**src/rtl/univ_sr_pkg.sv**
```systemverilog
// Shared definitions for the universal shift register.
// Holds the 3-bit mode encoding and the burst FSM state type.
// Optional feature macro: UNIV_SR_ROTATE_EN (used in univ_sr_step).
package univ_sr_pkg;

  typedef enum logic [2:0] {
    MODE_HOLD  = 3'b000,
    MODE_LOAD  = 3'b001,
    MODE_SHL   = 3'b010,
    MODE_SHR   = 3'b011,
    MODE_ROTL  = 3'b100,
    MODE_ROTR  = 3'b101,
    MODE_ASR   = 3'b110,
    MODE_CLEAR = 3'b111
  } mode_e;

  typedef enum logic [1:0] {
    ST_IDLE = 2'd0,
    ST_RUN  = 2'd1,
    ST_DONE = 2'd2
  } state_e;

endpackage

```
**src/rtl/univ_sr_step.sv**
```systemverilog
// Combinational next-value function of the universal shift register.
// Ports:
//   cur_i   - current register value
//   mode_i  - operation select
//   pin_i   - parallel load data
//   sin_l_i - serial bit entering the MSB on a logical shift right
//   sin_r_i - serial bit entering the LSB on a shift left
//   nxt_o   - register value after one step of mode_i
// Macro UNIV_SR_ROTATE_EN: when defined, ROTL/ROTR rotate; otherwise they hold.
module univ_sr_step
  import univ_sr_pkg::*;
#(
  parameter int WIDTH = 8
) (
  input  logic [WIDTH-1:0] cur_i,
  input  mode_e            mode_i,
  input  logic [WIDTH-1:0] pin_i,
  input  logic             sin_l_i,
  input  logic             sin_r_i,
  output logic [WIDTH-1:0] nxt_o
);

  always_comb begin
    nxt_o = cur_i;
    case (mode_i)
      MODE_HOLD:  nxt_o = cur_i;
      MODE_LOAD:  nxt_o = pin_i;
      MODE_SHL:   nxt_o = {cur_i[WIDTH-2:0], sin_r_i};
      MODE_SHR:   nxt_o = {sin_l_i, cur_i[WIDTH-1:1]};
`ifdef UNIV_SR_ROTATE_EN
      MODE_ROTL:  nxt_o = {cur_i[WIDTH-2:0], cur_i[WIDTH-1]};
      MODE_ROTR:  nxt_o = {cur_i[0], cur_i[WIDTH-1:1]};
`else
      MODE_ROTL:  nxt_o = cur_i;
      MODE_ROTR:  nxt_o = cur_i;
`endif
      MODE_ASR:   nxt_o = {cur_i[WIDTH-1], cur_i[WIDTH-1:1]};
      MODE_CLEAR: nxt_o = '0;
      default:    nxt_o = cur_i;
    endcase
  end

endmodule

```
**src/rtl/universal_shift_reg.sv**
```systemverilog
// Universal shift register with single-step and counted-burst operation.
// Ports:
//   clk      - clock, rising edge
//   rst      - asynchronous active-low reset
//   enable   - apply mode once at the next edge (IDLE only)
//   mode     - operation select (see univ_sr_pkg::mode_e)
//   pin      - parallel load data
//   sin_l    - serial in to MSB on shift right
//   sin_r    - serial in to LSB on shift left
//   start    - burst request (IDLE only, wins over enable)
//   amount   - burst step count, clamped to WIDTH
//   pout     - register contents
//   sout_msb - pout[WIDTH-1]
//   sout_lsb - pout[0]
//   busy     - burst in progress
//   done     - one-cycle burst completion pulse
// Macro UNIV_SR_ROTATE_EN enables the rotate modes (see univ_sr_step).
module universal_shift_reg
  import univ_sr_pkg::*;
#(
  parameter int WIDTH = 8,
  parameter int CNT_W = $clog2(WIDTH + 1)
) (
  input  logic             clk,
  input  logic             rst,
  input  logic             enable,
  input  logic [2:0]       mode,
  input  logic [WIDTH-1:0] pin,
  input  logic             sin_l,
  input  logic             sin_r,
  input  logic             start,
  input  logic [CNT_W-1:0] amount,
  output logic [WIDTH-1:0] pout,
  output logic             sout_msb,
  output logic             sout_lsb,
  output logic             busy,
  output logic             done
);

  logic [WIDTH-1:0] pout_q, pout_d;
  logic [CNT_W-1:0] cnt_q, cnt_d;
  mode_e            mode_q, mode_d;
  state_e           state_q, state_d;

  mode_e            step_mode;
  logic [WIDTH-1:0] step_nxt;
  logic [CNT_W-1:0] amt_clamped;

  assign amt_clamped = (amount > CNT_W'(WIDTH)) ? CNT_W'(WIDTH) : amount;

  // In RUN the latched mode drives the step; otherwise the live mode does.
  assign step_mode = (state_q == ST_RUN) ? mode_q : mode_e'(mode);

  univ_sr_step #(
    .WIDTH(WIDTH)
  ) u_step (
    .cur_i   (pout_q),
    .mode_i  (step_mode),
    .pin_i   (pin),
    .sin_l_i (sin_l),
    .sin_r_i (sin_r),
    .nxt_o   (step_nxt)
  );

  always_comb begin
    pout_d  = pout_q;
    cnt_d   = cnt_q;
    mode_d  = mode_q;
    state_d = state_q;
    case (state_q)
      ST_IDLE: begin
        if (start) begin
          mode_d  = mode_e'(mode);
          cnt_d   = amt_clamped;
          state_d = (amt_clamped == '0) ? ST_DONE : ST_RUN;
        end else if (enable) begin
          pout_d = step_nxt;
        end
      end
      ST_RUN: begin
        pout_d = step_nxt;
        cnt_d  = cnt_q - CNT_W'(1);
        if (cnt_q == CNT_W'(1)) begin
          state_d = ST_DONE;
        end
      end
      ST_DONE: state_d = ST_IDLE;
      default: state_d = ST_IDLE;
    endcase
  end

  always_ff @(posedge clk or negedge rst) begin
    if (!rst) begin
      pout_q  <= '0;
      cnt_q   <= '0;
      mode_q  <= MODE_HOLD;
      state_q <= ST_IDLE;
    end else begin
      pout_q  <= pout_d;
      cnt_q   <= cnt_d;
      mode_q  <= mode_d;
      state_q <= state_d;
    end
  end

  assign pout     = pout_q;
  assign sout_msb = pout_q[WIDTH-1];
  assign sout_lsb = pout_q[0];
  assign busy     = (state_q == ST_RUN);
  assign done     = (state_q == ST_DONE);

endmodule

```
**config.mk**
```make
export PLATFORM = sky130hd
export DESIGN_NAME = universal_shift_reg
export DESIGN_NICKNAME = d
export VERILOG_FILES = /design/src/rtl/univ_sr_pkg.sv /design/src/rtl/univ_sr_step.sv /design/src/rtl/universal_shift_reg.sv
export SDC_FILE = /design/constraint.sdc
export NUM_CORES = 1
export LEC_CHECK = 0
export ABC_AREA = 1
export CAP_MARGIN = 15
export CORE_MARGIN = 10
export CORE_UTILIZATION = 40
export CTS_BUF_LIST = sky130_fd_sc_hd__clkbuf_4 sky130_fd_sc_hd__clkbuf_8
export DETAILED_ROUTE_END_ITERATION = 16
export HOLD_SLACK_MARGIN = 0.06
export PLACE_DENSITY = 0.75
export REMOVE_ABC_BUFFERS = 1
export SLEW_MARGIN = 20
export SYNTH_ARGS = -nofsm -noshare
export SYNTH_HDL_FRONTEND = slang
export SYNTH_SLANG_ARGS = --single-unit
```
**constraint.sdc**
```tcl
create_clock -name clk -period 1.2 [get_ports clk]
set_input_delay 0.3 -clock clk [delete_from_list [all_inputs] [get_ports clk]]
set_output_delay 0.3 -clock clk [all_outputs]
set_load 0.01 [all_outputs]
```
# == Word-level counts from Yosys, hierarchy flattened ==
# Index checks and enable logic that the tools add are counted.
# totals
ff_bits,17
in_bits,21
wordCells,41
# op_classes
addsub,1
magnitude_cmp,1
n_eq_ne,14
muxes,12
reduce_logical,9
# op_table
operator,n
$pmux 8 s6,1
$mux 8,2
$pmux 8 s2,1
$eq 3x3->1 const B,4
$mux 4,2
$pmux 4 s2,1
$eq 3x2->1 const B,2
$mux 2,3
$ne 2x2->1 const B,3
$reduce_and 2->1,3
$eq 4x1->1 const B,1
$gt 4x4->1 const B,1
$logic_not 4->1,1
$pmux 2 s2,1
$sub 4x1->4 const B,1
$eq 3x1->1 const B,1
$logic_not 3->1,1
$mux 3,1
$reduce_and 3->1,1
$reduce_or 3->1,1
$eq 2x1->1 const B,1
$eq 2x2->1 const B,1
$logic_not 2->1,1
$ne 2x1->1 const B,1
$reduce_bool 2->1,1

# == Logic depth before layout (Yosys ltp) ==
# Gate-level depths: netlist of run 1.
# depth
ltp_word,8
depth_mapped,11

# == Cells and area by module ==
# A second synthesis of run 1 with hierarchy kept.
# unflattened
hier_cells,164
area_unflattened_um2,1201.2
# modules_own_cells
module,instances,cells_each,area_per_inst_um2
universal_shift_reg,1,108,902.1
univ_sr_step,1,56,299.0

# == Worst setup path before layout of run 1 ==
# OpenSTA, ideal clock, no wires.
# synth_timing
path_kind,register to register
start,register state_q[1]
end,register pout_q[7] (netlist: pout[7])
arrival_ns,1.220
required_time_ns,1.081
path_slack_ns,-0.138
stages_incl_launch_ff,10
path_buffers,1
period_less_slack_ns,1.338
path_cell_list,dfrtp_1 -> inv_2 -> nand3_1 -> nand2_4 -> nand2_1 -> nand2_4 -> nand2_4 -> buf_6 -> o21ai_1 -> nand2_1
# synth_via
elab_chain_len,8
# synth_rtl
element,line_no,source
"start, declared",universal_shift_reg.sv:43,"state_e state_q, state_d;"
"start signal, assigned",universal_shift_reg.sv:102,state_q <= state_d;
$eq 2x1->1,"universal_shift_reg.sv:52, universal_shift_reg.sv:70",
$mux 3,universal_shift_reg.sv:52,assign step_mode = (state_q == ST_RUN) ? mode_q : mode_e'(mode);
$eq 3x3->1 / $logic_not 3->1 (equally long branches),univ_sr_step.sv:25,case (mode_i)
$reduce_or 3->1 (no source line),--,
$pmux 8 s6,univ_sr_step.sv:25,
$mux 8,universal_shift_reg.sv:76,end else if (enable) begin
$mux 8,universal_shift_reg.sv:72,if (start) begin
$pmux 8 s2,universal_shift_reg.sv:70,case (state_q)
"end signal, assigned",universal_shift_reg.sv:99,pout_q <= pout_d;
"end, declared",universal_shift_reg.sv:40,"logic [WIDTH-1:0] pout_q, pout_d;"
# Parallel ways exist; a longest one is shown, timed or not. The select of a mux whose other input is x is not followed.
# A chain may end at the register's enable or synchronous reset.

# == Worst setup path after layout of run 1 ==
# layout_timing
start,register state_q[0]
end,register pout_q[4] (netlist: pout[4])
# Same word-level chain as after synthesis.

==> metrics, run 1 <==
Seq/Total Area, Yosys a little over a third; Die Wd 74.7 um; Critical-path top delay cell dfrtp_2; worst clock skew ~4.6 ps; slew margin rel. 84.4%; antenna violations before repair 0; Leakage 1.02 nW; R2R cell count 11; post-route setup TNS -3720 ps; Worst Tran Pin Value 234 ps; pwr dens 3150 mW/mm^2; status complete, but fails checks; number of global-route vias before repair 1,500; # setup viols final 19; Die H 74.7 um; Initial Util a little over two fifths; largest net degree at the start of global routing 18; placement row count 19; area share of the largest cell type after synthesis 35.6%; Clock Path Buffers 2; Critical Path RT 1420 ps; H-tree depth 1; CTS root buf clkbuf_4; critical-path maximum fanout 5; min-delay worst type primary input to async pin; RSZ-0062 raised after global routing true; Setup CP Type register to register; minimum clock period 1540 ps; Yosys cell types 23; gr ovfl total 0; final worst slack -337 ps; RePlAce Congestion 0.863; Via density between 5 and 6; crit share post-route 128%; Vias 1,445; synthesis-stage register bit count 17; wire length per cell 17.1 um; IO Port Bufs 32; crit path cell chain buf_4 > inv_4 > nor2_4 > buf_6 > nand2_4 > nand2_4 > buf_4 > a31oi_1 > nand2_1 > nand2_1 > nand2_1; worst stage delay on the critical path 430 ps; Core ar. between 0.002 and 0.003 sq mm; synthesized instance count roughly 160; Area contributors post-synth dfrtp_1 36%, nand2_1 17%, nand2_4 7.5%, nor2_1 6.6%, nand3_1 3.8%; CTS sink cnt 17; DRT antenna net count 0; Critical Path End Type register; CP Data Arrival Time 1750 ps; VDD IR-drop max 1680 uV; num ports 33; Die ar. about 0.0056 sq mm; mapped cell area between 0.001 and 0.0015 sq mm; DP Wirelength 2530 um; Antenna Cells 0; failing checks negative setup slack; # fillers 184; fmax approximately 0.65 GHz; drt pass-1 iters 4; Clock Latency Late Sink ~310 ps; CP most frequent cell nand2_1; 1st-iter DRT viols between 100 and 150; final hold viol count 0; fin nets 259; CTS tree yes; first-pass GRT wire length slightly below 7000 um; fin. max-slew vios 0; Layout area overhead 74.2%; final wirelength 4560 um; startpoint types register; residual DRC count 0; share of layout cells above drive strength 1 between 40% and 50%; Avg Cell Area, Syn 7.29 sq um; number of buffers created by CTS 3; Clk pin slew, worst setup/hold paths approximately 110 ps; Synthesis Warnings 0; total power approximately 6.6 mW; largest area contributor in the netlist dfrtp_1; Max-cap violations 0; GRT Util Overall between 10% and 20%
-- report_power, final --
| group | total, mW | switching (mW) | internal (mW) |
|---|---|---|---|
| clock | 0.363 | 0.210 | 0.153 |
| combinational | 5.15 | 2.87 | 2.29 |
| sequential | 1.04 | 0.179 | 0.862 |
-- worst max-delay path, delay by kind of cell, from the launching register on --
| family | cells | cell delay (ps) |
|---|---|---|
| DFF | 1 | 430 |
| buffers and inverters | 4 | 460 |
| and+or+nand+nor | 6 | 390 |
| AOI/OAI and AO/OA | 1 | 160 |
-- cell usage in the layout (no fill, tap or decap), types with 5 or more instances in the layout --
cell type and instances:
nand2_8 6, dfrtp_1 16, nand2_1 37, inv_1 9, buf_2 11, nand2_4 9
buf_6 12, clkdlybuf4s50_1 20, nand2_2 15, a31oi_1 7, buf_4 26, nand3_1 6
o21ai_1 5, nor2_1 16
-- per-stage QoR --
stage / setup WS (ps) / std cells / hold WS (ps) / utilization, % / area [sq um]
2_1_floorplan: -331 / 157 / 4.41 / - / 1130
3_3_place_gp: -413 / 244 / 463 / 60.0 / 1680
3_5_place_dp: -472 / 244 / 477 / 60.0 / 1680
4_1_cts: -231 / 263 / 319 / 68.7 / 1930
5_1_grt: -389 / 266 / 323 / 74.3 / 2080
6_report: -337 / 266 / 298 / 74.3 / 2080
-- worst paths after layout --
check	slack (ps)	start	end
worst max-delay path	-340	state_q[0]	pout[4]
worst min-delay path	300	rst	pout[1]
worst max register to register	-340	state_q[0]	pout[4]
worst min register to register	510	cnt_q[0]	cnt_q[0]
max in group asynchronous	690	rst	state_q[0]
min in group clk	510	cnt_q[0]	cnt_q[0]
-- synthesized netlist by cell type, drive strengths merged --
cell and n:
a21oi 2, a22o 1, a31oi 7, buf 7
dfrtp 17, ha 2, inv 15, nand2 65
nand3 11, nand4 2, nor2 22, o21ai 10
o221ai 1, o22ai 1, xor2 1
-- state kept, by name, summed over array words and instances (netlist names) --
signal / count
mode_q: 3
state_q: 2
pout: 8
cnt_q: 4
-- metal layers --
layer / track usage, % / share of wire [%] / vias to the layer above
li1: - / - / 674
met2: 25.6 / 50 / 87
met5: 0 / 0 / -
met4: 7.98 / 2.9 / 0
met3: 2.63 / 9.7 / 13
met1: 18.7 / 38 / 671
-- cell type report --
cell class	instances	area, sq um	area share, %
multi-input combinational	127	880	42.2
tap	31	38.8	1.86
timing repair buffer	71	633	30.4
inverter	15	71.3	3.42
clock buffer	4	30.0	1.44
sequential	17	427	20.5
timing repair inverter	1	3.75	0.180
-- cells by family after synthesis --
family / after synthesis / synth area share (%)
simple gates: 100 / 40.7
compound gates: 22 / 10.7
fa+ha+maj: 2 / 2.09
buf+inv: 22 / 10.3
xor+xnor: 1 / 0.732
flops: 17 / 35.6
-- repair_timing --
action,in CTS,in global routing
cloned,4,0
buffers inserted,11,5
resized for setup,88,36
setup endpoints to repair,28,19
pin swaps,18,14
hold buffers,0,0
Note: power is estimated with default switching activity, not from simulation.
==> inputs of run 2 (changes only) <==
- REMOVE_ABC_BUFFERS: 1 -> default
- SYNTH_HIERARCHICAL: default -> 1
==> run 2 against run 1 <==
Against the previous run:
- the run still ends with negative setup slack left
- global-route usage decreased by 0.84 points
- fmax fell by 1.7%
- combinational power fell by 30%
- register-to-register slack got worse by 30 ps
- sequential power is 7% lower
- synthesized cell count unchanged
- first-iteration DRC count up 4.0%
- clock power is 5.5% lower
- sequential cell count unchanged
- via count down 3.0%
- non-clock buffer count decreased by 5
- critical path type unchanged
- largest power group unchanged
- highest routed layer unchanged
==> metrics, run 2 <==
synthesized instance count 164; Post-synth ARST share 100%; Worst Tran Pin Value 266 ps; Initial Util 42.8%; # hold bufs at CTS 0; crit path cell chain inv_2 > nand2_4 > inv_6 > nand2_2 > o21ai_4 > nand2_4 > buf_4 > nand2_1 > nand2_1 > nand2_1 > nand4_1 > nand2_1 > nand2_1; CTS tree yes; Core ar. 0.00281 sq mm; R2R setup slack -360 ps; mapped cell area roughly 0.0012 sq mm; Seq/Total Area, Yosys 35.4%; Critical-path top delay cell dfrtp_1; Critical Path End Type register; worst clock skew between 1 and 1.5 ps; Clock Latency Late Sink between 200 and 300 ps; fmax about 0.64 GHz; GRT Util Overall between 10% and 20%; DRT antenna net count 0; critical-path maximum fanout 8; IO Port Bufs 32; synthesis-stage register bit count 17; Via density 5.37; CTS sink cnt 17; multi-input logic area 769 sq um; R2R cell count 13; DP Wirelength 2860 um; dominant synthesized flop cell dfrtp_1; status complete, but fails checks; Synthesis Warnings 6; Layout area overhead 57.3%; Post-Synth XOR/XNOR Area 0%; drt pass-1 iters 4; num ports 33; largest net degree at the start of global routing 18; commonest cells after routing, fill and taps aside 52 x nand2_1, 28 x buf_4, 20 x nand3_1, 20 x clkdlybuf4s50_1; Clock Path Buffers 2; largest area contributor in the netlist dfrtp_1; Post-synth EDFFs 0; final wirelength 3840 um; Area contributors post-synth dfrtp_1 35%, nand2_1 18%, nand3_1 9.2%, nand4_1 8.3%, inv_1 3.4%; Die Wd 74.8 um; Synth Area in Simple Gates a little under half; fin. max-slew vios 0; max reg flops 8; final worst slack -363 ps; placement row count 19; total power 4.89 mW; H-tree depth 1; post-layout util 67.4%; RePlAce Congestion about 0.87; VDD IR-drop max 1180 uV; top-count cell post-synth nand2_1; Worst R2R Start state_q[1]; Critical Path RT 1390 ps; startpoint types register; 1st-iter DRT viols between 100 and 150; Die ar. 0.00560 sq mm; Setup CP Type register to register; Yosys cell types 24; wire length per cell roughly 15 um; Max-cap violations 0; min-delay worst type primary input to async pin; worst stage delay on the critical path 410 ps; Synth Area in Compound Gates 7.40%; Antenna Cells 0; Vias 1,401; main combinational cell family by area after synthesis simple AND/OR/NAND/NOR gates; number of buffers created by CTS 3; syn nets roughly 190; multiplexer share of the synthesized area 0%; commonest non-fill, non-tap cell in the layout nand2_1; # setup viols final 12; slew margin rel. between 80% and 90%; fin nets 254; failing checks negative setup slack; Reg area around 430 sq um; # fillers between 200 and 250; number of global-route vias before repair 1,404; Leakage ~0.95 nW; final hold viol count 0; share of layout cells above drive strength 1 36.1%; RR Endpoint pout[7]; crit share post-route 130%; residual DRC count 0; CP most frequent cell nand2_1; RSZ-0062 raised after global routing true; post-synthesis adder-cell area fraction roughly 2.1%; Clk pin slew, worst setup/hold paths about 110 ps; Avg Cell Area, Syn 7.32 sq um; CTS root buf clkbuf_4; first-pass GRT wire length around 6500 um; Post-synth top cells 56 x nand2_1, 22 x nand3_1, 17 x dfrtp_1; area share of the largest cell type after synthesis between 30% and 40%; gr ovfl total 0; minimum clock period roughly 1600 ps; antenna violations before repair 0; Die H 74.8 um; CP Data Arrival Time roughly 1800 ps; pwr dens roughly 2600 mW/mm^2
## run 2: changes by cell type in the layout (fill, tap and decap cells not counted), moves of 4 or more
cell     delta
nand2_8     -6
nand4_1    +14
a31oi_1     -6
nand2_2    -11
nor2_1     -11
nand2_1    +15
o21ai_1     -4
nand3_1    +14
nand2_4     -4
## run 2: per-stage QoR
stage | cell area, sq um | TNS [ps] | hold slack [ps] | setup slack [ps] | cells
finish | 1890 | -3160 | 326 | -363 | 261
global route | 1890 | -4340 | 344 | -494 | 261
CTS | 1860 | -3350 | 324 | -337 | 261
detailed placement | 1780 | -5780 | 495 | -545 | 250
global placement | 1780 | -5640 | 475 | -509 | 250
floorplan | 1250 | -2520 | 4.41 | -322 | 164
## run 2: repair_timing
action / in CTS / in global routing
resized for setup: 60 / 9
endpoints found under the setup margin: 20 / 17
setup buffers: 7 / 3
pin swaps: 9 / 6
## run 2: how the worst max path moves through the flow
stage / to / cells after the start / from
after floorplan: pout[1] / 11 / state_q[1]
after global placement: pout[2] / 10 / mode[0]
after detailed placement: pout[3] / 10 / mode[0]
after CTS: pout[3] / 10 / state_q[1]
after global routing: pout[4] / 11 / state_q[1]
final: pout[7] / 13 / state_q[1]
## run 2: layout make-up
| class | instances | share of cell area [%] |
|---|---|---|
| clock buffers | 4 | 1.59 |
| inverters | 16 | 3.58 |
| multi-input cells | 127 | 40.7 |
| flip-flops and latches | 17 | 22.6 |
| well taps | 31 | 2.05 |
| repair buffers | 66 | 29.5 |
## run 2: cells by family after synthesis
family          after synthesis
buf+inv                      20
simple gates                112
compound gates               13
flops                        17
fa+ha+maj                     2
## run 2: critical path: cells and delay by family (launching register included)
kind | cells | cell delay (ps)
AND/OR/NAND/NOR | 9 | 640
buffers and inverters | 3 | 330
flip-flops | 1 | 410
AO/OA/AOI/OAI | 1 | 90
## run 2: layer usage
| layer | wire length, um | GRT usage (%) |
|---|---|---|
| met2 | 1930 | 25.6 |
| met4 | 62 | 6.30 |
| met3 | 313 | 4.47 |
| met1 | 1530 | 15.8 |
| met5 | 0 | 0 |
## run 2: where the power goes
group / internal, mW / switching (mW) / total, mW
registers: 0.814 / 0.157 / 0.971
logic: 1.59 / 1.99 / 3.58
clock network: 0.152 / 0.192 / 0.343
==> inputs of run 3 (changes only) <==
- HOLD_SLACK_MARGIN: 0.06 -> default
==> results of run 3 <==
The final DEF is identical to that of run 2; final timing and power are the same.
